===== src/rtl/expr_seq_ctrl.sv =====
// Sequencing controller: consumes ASCII single-digit expressions ('*' over '+', '=' ends),
// presents one result or error per expression. Optional subtraction under EXPR_SUB_EN.
module expr_seq_ctrl #(
   parameter int unsigned W = 16
) (
   input  logic         clk,
   input  logic         clr,
   input  logic [7:0]   in,
   input  logic         in_valid,
   output logic         in_ready,
   output logic [W-1:0] res,
   output logic         res_valid,
   input  logic         res_ready,
   output logic         err,
   output logic         busy
);

   typedef enum logic [1:0] {StDig, StOp, StErr, StOut} state_e;

   state_e       state_q, state_d;
   logic [W-1:0] sum_q, sum_d;
   logic [W-1:0] term_q, term_d;
   logic         mul_q, mul_d;
   logic         neg_q, neg_d;
   logic [W-1:0] res_q, res_d;
   logic         err_q, err_d;
   logic         valid_q, valid_d;
   logic         busy_q, busy_d;

   logic         accept;
   logic         is_dig, is_add, is_mul, is_eq, is_sub;
   logic [7:0]   dig_val;
   logic [W-1:0] term_signed;

   assign is_dig  = (in >= 8'h30) && (in <= 8'h39);
   assign is_add  = (in == 8'h2B);
   assign is_mul  = (in == 8'h2A);
   assign is_eq   = (in == 8'h3D);
   assign dig_val = in - 8'h30;

`ifdef EXPR_SUB_EN
   assign is_sub      = (in == 8'h2D);
   assign term_signed = neg_q ? (~term_q + W'(1)) : term_q;
`else
   assign is_sub      = 1'b0;
   assign term_signed = term_q;
`endif

   assign in_ready  = (state_q != StOut);
   assign accept    = in_valid && in_ready;
   assign res       = res_q;
   assign res_valid = valid_q;
   assign err       = err_q;
   assign busy      = busy_q;

   always_comb begin
      state_d = state_q;
      sum_d   = sum_q;
      term_d  = term_q;
      mul_d   = mul_q;
      neg_d   = neg_q;
      res_d   = res_q;
      err_d   = err_q;
      valid_d = valid_q;
      busy_d  = busy_q;

      // Any accepted character except a terminating '=' keeps the expression open.
      if (accept) busy_d = 1'b1;

      unique case (state_q)
         StDig: begin
            if (accept) begin
               if (is_dig) begin
                  term_d  = mul_q ? (term_q * W'(dig_val)) : W'(dig_val);
                  mul_d   = 1'b0;
                  state_d = StOp;
               end else begin
                  state_d = StErr;
               end
            end
         end
         StOp: begin
            if (accept) begin
               if (is_add || is_sub) begin
                  sum_d   = sum_q + term_signed;
                  term_d  = '0;
                  neg_d   = is_sub;
                  state_d = StDig;
               end else if (is_mul) begin
                  mul_d   = 1'b1;
                  state_d = StDig;
               end else if (is_eq) begin
                  res_d   = sum_q + term_signed;
                  err_d   = 1'b0;
                  valid_d = 1'b1;
                  busy_d  = 1'b0;
                  state_d = StOut;
               end else begin
                  state_d = StErr;
               end
            end
         end
         StErr: begin
            if (accept && is_eq) begin
               res_d   = '0;
               err_d   = 1'b1;
               valid_d = 1'b1;
               busy_d  = 1'b0;
               state_d = StOut;
            end
         end
         StOut: begin
            if (res_ready) begin
               valid_d = 1'b0;
               sum_d   = '0;
               term_d  = '0;
               mul_d   = 1'b0;
               neg_d   = 1'b0;
               state_d = StDig;
            end
         end
         default: state_d = StDig;
      endcase
   end

   always_ff @(posedge clk) begin
      if (clr) begin
         state_q <= StDig;
         sum_q   <= '0;
         term_q  <= '0;
         mul_q   <= 1'b0;
         neg_q   <= 1'b0;
         res_q   <= '0;
         err_q   <= 1'b0;
         valid_q <= 1'b0;
         busy_q  <= 1'b0;
      end else begin
         state_q <= state_d;
         sum_q   <= sum_d;
         term_q  <= term_d;
         mul_q   <= mul_d;
         neg_q   <= neg_d;
         res_q   <= res_d;
         err_q   <= err_d;
         valid_q <= valid_d;
         busy_q  <= busy_d;
      end
   end

endmodule


===== config.mk =====
export PLATFORM = sky130hd
export DESIGN_NAME = expr_seq_ctrl
export DESIGN_NICKNAME = d
export VERILOG_FILES = /design/src/rtl/expr_seq_ctrl.sv
export SDC_FILE = /design/constraint.sdc
export NUM_CORES = 1
export LEC_CHECK = 0
export ABC_AREA = 0
export CORE_MARGIN = 4
export CORE_UTILIZATION = 62
export DETAILED_ROUTE_END_ITERATION = 6
export HOLD_SLACK_MARGIN = 0.15
export PLACE_DENSITY = 0.82
export SLEW_MARGIN = 15
export SYNTH_ARGS = -nofsm -noshare
export SYNTH_HDL_FRONTEND = slang
export SYNTH_SLANG_ARGS = --single-unit

===== constraint.sdc =====
create_clock -name clk -period 7.06 [get_ports clk]
set_input_delay 1.059 -clock clk [delete_from_list [all_inputs] [get_ports clk]]
set_output_delay 1.059 -clock clk [all_outputs]
set_load 0.01 [all_outputs]

# --- After elaboration in Yosys (flattened, before gate mapping) ---
# Index checks and enable logic that the tools add are counted.
word_totals:
  reg_bits: 54
  input_bits: 12
  wordCells: 94
classes:
  addsub: 2
  multipliers: 1
  order_cmp: 2
  eq_ne: 17
  mux: 50
  n_reduce_logical: 14
op_table:
  columns: ["operator", "n"]
  rows:
  - ["$mux W16", 13]
  - ["$pmux W16 S2", 2]
  - ["$pmux W16 S3", 1]
  - ["$eq A8 B6 Y1 const B", 3]
  - ["$mux W1", 22]
  - ["$ne A2 B2 Y1 const B", 11]
  - ["$add A16 B16 Y16", 1]
  - ["$mul A16 B8 Y16", 1]
  - ["$mux W2", 7]
  - ["$reduce_and A7 Y1", 2]
  - ["$reduce_and A6 Y1", 2]
  - ["$ge A8 B6 Y1 const B", 1]
  - ["$le A8 B6 Y1 const B", 1]
  - ["$pmux W2 S4", 1]
  - ["$reduce_and A4 Y1", 2]
  - ["$sub A8 B6 Y8 const B", 1]
  - ["$pmux W1 S3", 2]
  - ["$reduce_bool A3 Y1", 2]
  - ["$eq A2 B2 Y1 const B", 2]
  - ["$pmux W1 S2", 2]
  - ["$reduce_bool A2 Y1", 2]
  - ["$logic_and A1 B1 Y1", 3]
  - ["$eq A2 B1 Y1 const B", 1]
  - ["$logic_not A2 Y1", 1]

# --- Longest topological paths before layout ---
logic_depth:
  ltp_word: 8
  depth_mapped: 19
  depth_no_buf: 17

# --- Worst setup path after synthesis ---
# No wires, ideal clock.
synth_path:
  kind: "input-to-reg"
  startpoint: "in in[4]"
  endpoint: "reg term_q[12]"
  setup_time_ps: 122
  arrival_ps: 5325
  t_required_ps: 6938
  setup_slack_ps: 1613
  cell_stages: 18
  n_path_buf: 2
  cell_sequence: "clkbuf_1 > inv_1 > ha_1 > clkbuf_1 > nand2b_1 > fa_1 > fa_1 > fa_1 > fa_1 > inv_1 > ha_1 > nor3_1 > nand2b_1 > a21oi_1 > nor2_1 > a31oi_1 > xor2_1 > o21ai_0"
synth_via:
  elab_chain_len: 6
  elab_cells_between_ends: 13
synth_rtl:
  columns: ["item", "line", "source"]
  rows:
  - ["from (decl)", "8", "input logic [7:0] in,"]
  - ["$sub A8 B6 Y8", "39", "assign dig_val = in - 8'h30;"]
  - ["$mul A16 B8 Y16", "74", "term_d = mul_q ? (term_q * W'(dig_val)) : W'(dig_val);"]
  - ["$mux W16", "74", null]
  - ["$mux W16", "73", "if (is_dig) begin"]
  - ["$mux W16", "72", "if (accept) begin"]
  - ["$pmux W16 S3", "70", "unique case (state_q)"]
  - ["to (signal assigned)", "140", "term_q <= term_d;"]
  - ["to (decl)", "22", "logic [W-1:0] term_q, term_d;"]
# Parallel ways exist; a longest one is shown, timed or not. The select of a mux whose other input is x is not followed.
# A chain may end at the register's enable or synchronous reset.

# --- Final worst setup path ---
# Same ends and word-level chain as after synthesis.

==> run_results.csv <==
group,metric,value,unit
pwr,p_sw_share,41.8,%
synth,seq_area_frac_synth,18.7,%
cells_and_area,finalNetCount,799,
sta,slew_headroom,36.7,%
synth,synthArstFlopShare,0,%
hold_path,min_from,"res[11]$_SDFFE_PP0P_",
pwr,power_density,159,nW/µm²
route,drt-initial-drc-count,251,
worst_setup_path,path_cells,"clkdlybuf4s50_1, ha_1, xnor2_1, nand2_1, fa_1, fa_1, fa_1, fa_1, inv_1, ha_1, nor3_1, nand2b_1, a21oi_1, nor2_1, a31oi_1, xor2_1, o21ai_0",
die,rows,34,
place,placed_area,6110,µm²
route,detail-route-antenna-nets,0,
worst_setup_path,critPathLaunchType,"input pin",
route,wl_per_cell,17.7,µm
hold_path,hold_end,"res[11]$_SDFFE_PP0P_",
worst_setup_path,critical_path_buf_inv_count,2,
synth,netlist_area,5780,µm²
route,via_per_inst,6.08,
sta,hold-worst-slack,0.458,ns
cts,htree_num_levels,2,
worst_setup_path,crit_path_top_delay_cell,"xnor2_1",
synth,synth_ff_type,"dfxtp_1",
cts,clock-sinks,54,
pwr,p_comb_share,43.2,%
sta,finalWorstSetupSlack,0.857,ns
route,drc,0,
global_routing,grt_max_degree,60,
outcome,outcome,"completed",
worst_setup_path,critPathArrivalTime,6.43,ns
worst_setup_path,cp_data_required_time,7.29,ns
cts,clkLatencyLatePin,0.33,ns
die,io_pins,32,
synth,syn_area_per_cell,8.67,µm²
cts,root_buffer,"clkbuf_8",
route,vias,4801,
worst_setup_path,rrSetupSlack,2.60,ns
cells_and_area,final_layout_size_suffix_gt1_share,3.38,%
cells_and_area,final_cell_area,6210,µm²
flow_run,max-cap-violations,0,
cts,cts.path.max_buffers,2,
pwr,max-vdd-ir-drop,0.0000801,V
place,pre_cts_slack,0.584,ns
worst_setup_path,crit_type,"in2reg",
sta,drv_slew,0,
die,core_area,8890,µm²
worst_setup_path,r2r-end,"term_q[14]$_SDFFE_PP0P_",
worst_setup_path,crit_fanout,11,
sta,tightest_slew,0.943,ns
worst_setup_path,critPathTopFamily,"adder cells",
synth,ys_ff_latch,54,
pwr,p_seq_share,35.5,%
hold_path,holdPathStages,2,
sta,setup_viol,0,
sta,fin_crit_sh,87.9,%
route,wirelength,14000,µm
sta,period_minus_slack,6.20,ns
cts,cts.repair.resized,0,
cells_and_area,syn_to_final_growth,7.50,%
pwr,internal-power,575,µW
worst_setup_path,endpoint_kind,"register",
worst_setup_path,max_stage_delay,0.76,ns
place,gp_congestion,0.881,
global_routing,antenna_found_initial,0,
pwr,power_frac_clock,21.3,%
synth,syn_inst,666,
die,die_w,105,µm
cts,clkTransAtPathRegs,0.12,ns
global_routing,gr-total-overflow,0,
sta,fin_setup_tns,0,ns
synth,yosysWarnings,0,
global_routing,grt_pass1_wl,24100,µm
cts,post_cts_buffers,0,
sta,rsz0062_at_grt,"false",
place,port_buffers,31,
worst_setup_path,rr_startpoint,"term_q[3]$_SDFFE_PP0P_",
synth,syn_nets,785,
cells_and_area,utilization,69.8,%
pwr,leakagePower,0.00262,µW
sta,fmax,0.161,GHz
worst_setup_path,rr_worst_depth,15,
sta,skew,0.0129,ns
sta,finalHoldViolations,0,
global_routing,grt_pass1_vias,5007,
die,die_h,105,µm
synth,synth.distinct_cells,61,
pwr,power.switching,413,µW
synth,synth_edf_count,0,
cts,cts_hold_buf,0,
cts,cts_buffers,5,
die,die-area,10900,µm²
global_routing,grt_usage,26.7,%
worst_setup_path,critPathMostFrequentCell,"fa_1",
hold_path,worstHoldPathType,"reg2reg",
place,hpwl,10200,µm
cts,cts_tree,"done",
die,start_util,65.0,%
cells_and_area,n_antenna_cell,0,
route,first_pass_iters,6,
tightest hold or removal path: cells and delay by family, from the launching register on:
| family | cells | cell delay (ns) |
|---|---|---|
| AOI/OAI and AO/OA | 1 | 0.05 |
| DFF | 1 | 0.33 |
| and+or+nand+nor | 1 | 0.05 |
metal layers:
layer  global-route usage (%)  part of all wire [%]  vias to the layer above
li1                         -                     -                     2231
met5                        0                     0                        -
met1                     34.8                    42                     2373
met2                     46.7                    50                      164
met4                     6.93                   2.5                        0
met3                     3.60                   5.3                       33
cells in the final DEF, fill, tap and decap left out, types with 7 or more instances in the layout:
cell type | netlist | routed
a21o_1 | 12 | 12
xnor2_1 | 24 | 24
ha_1 | 46 | 46
a21oi_1 | 36 | 36
fa_1 | 61 | 61
nor2_1 | 54 | 54
xor2_1 | 10 | 10
nor2b_1 | 30 | 30
inv_1 | 77 | 77
o21ai_0 | 17 | 17
dfxtp_1 | 54 | 54
clkdlybuf4s50_1 | 0 | 30
a22oi_1 | 22 | 22
and2_1 | 42 | 42
nand3b_1 | 7 | 7
nand2b_1 | 8 | 8
nand2_1 | 48 | 48
state kept, by name, indices dropped and copies added (netlist names):
| register | count |
|---|---|
| busy | 1 |
| mul_q | 1 |
| sum_q | 16 |
| state_q | 2 |
| err | 1 |
| res | 16 |
| res_valid | 1 |
| term_q | 16 |
cell usage after synthesis, drive strengths merged (2+ instances only):
| cell | count | area [µm²] |
|---|---|---|
| inv | 77 | 289 |
| fa | 61 | 1220 |
| dfxtp | 54 | 1080 |
| nor2 | 54 | 203 |
| nand2 | 48 | 180 |
| ha | 46 | 576 |
| and2 | 42 | 263 |
| a21oi | 36 | 180 |
| nor2b | 30 | 188 |
| clkbuf | 25 | 119 |
| xnor2 | 24 | 210 |
| a22oi | 22 | 165 |
| o21ai | 19 | 95.1 |
| a21o | 12 | 90.1 |
| xor2 | 10 | 87.6 |
| nand2b | 8 | 50.1 |
| nand3b | 7 | 52.6 |
| nor3 | 7 | 40.0 |
| a31oi | 6 | 37.5 |
| nor4 | 6 | 37.5 |
| o211ai | 6 | 45.0 |
| mux2i | 5 | 50.1 |
| nand4 | 5 | 31.3 |
| nand3 | 4 | 20.0 |
| nor3b | 4 | 35.0 |
| a211oi | 3 | 22.5 |
| and3 | 3 | 20.0 |
| buf | 3 | 21.3 |
| o21a | 3 | 22.5 |
| o21bai | 3 | 22.5 |
| or3 | 3 | 18.8 |
| or4 | 3 | 22.5 |
| xnor3 | 3 | 67.6 |
| a22o | 2 | 17.5 |
| nor4b | 2 | 17.5 |
| o31ai | 2 | 15.0 |
| or2 | 2 | 12.5 |
| or2b | 2 | 16.3 |
| or4b | 2 | 20.0 |
power by group through the flow:
stage | registers, µW | clock network [µW] | logic (µW)
after floorplan | 343 | 0 | 332
after global placement | 355 | 0 | 404
after detailed placement | 356 | 0 | 420
after CTS | 349 | 211 | 426
after global routing | 353 | 222 | 487
final | 351 | 211 | 426
kinds of logic after synthesis:
kind of cell | after synthesis | synth area share (%)
AND/OR/NAND/NOR | 235 | 21.7
multiplexers | 6 | 1.06
flip-flops | 54 | 18.7
adder cells (fa/ha/maj) | 107 | 31.1
buffers and inverters | 105 | 7.43
XOR/XNOR | 37 | 6.33
AO/OA/AOI/OAI | 122 | 13.6
metrics by stage:
step / instances / power [µW]
2_1_floorplan: 666 / 675
3_3_place_gp: 781 / 759
3_5_place_dp: 781 / 776
4_1_cts: 789 / 985
5_1_grt: 789 / 1060
6_report: 789 / 988
worst max path at each step:
stage | endpoint | slack, ns | cells past startpoint | from
detailed placement | term_q[12]$_SDFFE_PP0P_ | 0.58 | 17 | in[4]
CTS | term_q[12]$_SDFFE_PP0P_ | 0.94 | 17 | in[4]
global placement | term_q[12]$_SDFFE_PP0P_ | 0.80 | 17 | in[4]
floorplan | term_q[12]$_SDFFE_PP0P_ | 1.61 | 18 | in[4]
global route | term_q[12]$_SDFFE_PP0P_ | 0.58 | 17 | in[4]
finish | term_q[12]$_SDFFE_PP0P_ | 0.86 | 17 | in[4]
cell type report:
| type | instances | area, µm² |
|---|---|---|
| Tap cell | 108 | 135 |
| Clock buffer | 6 | 82.6 |
| Clock inverter | 2 | 20.0 |
| Multi-Input combinational cell | 507 | 4270 |
| Inverter | 77 | 289 |
| Timing Repair Buffer | 35 | 335 |
| Sequential cell | 54 | 1080 |
| Fill cell | 683 | 2680 |
(Power assumes the default switching activity.)
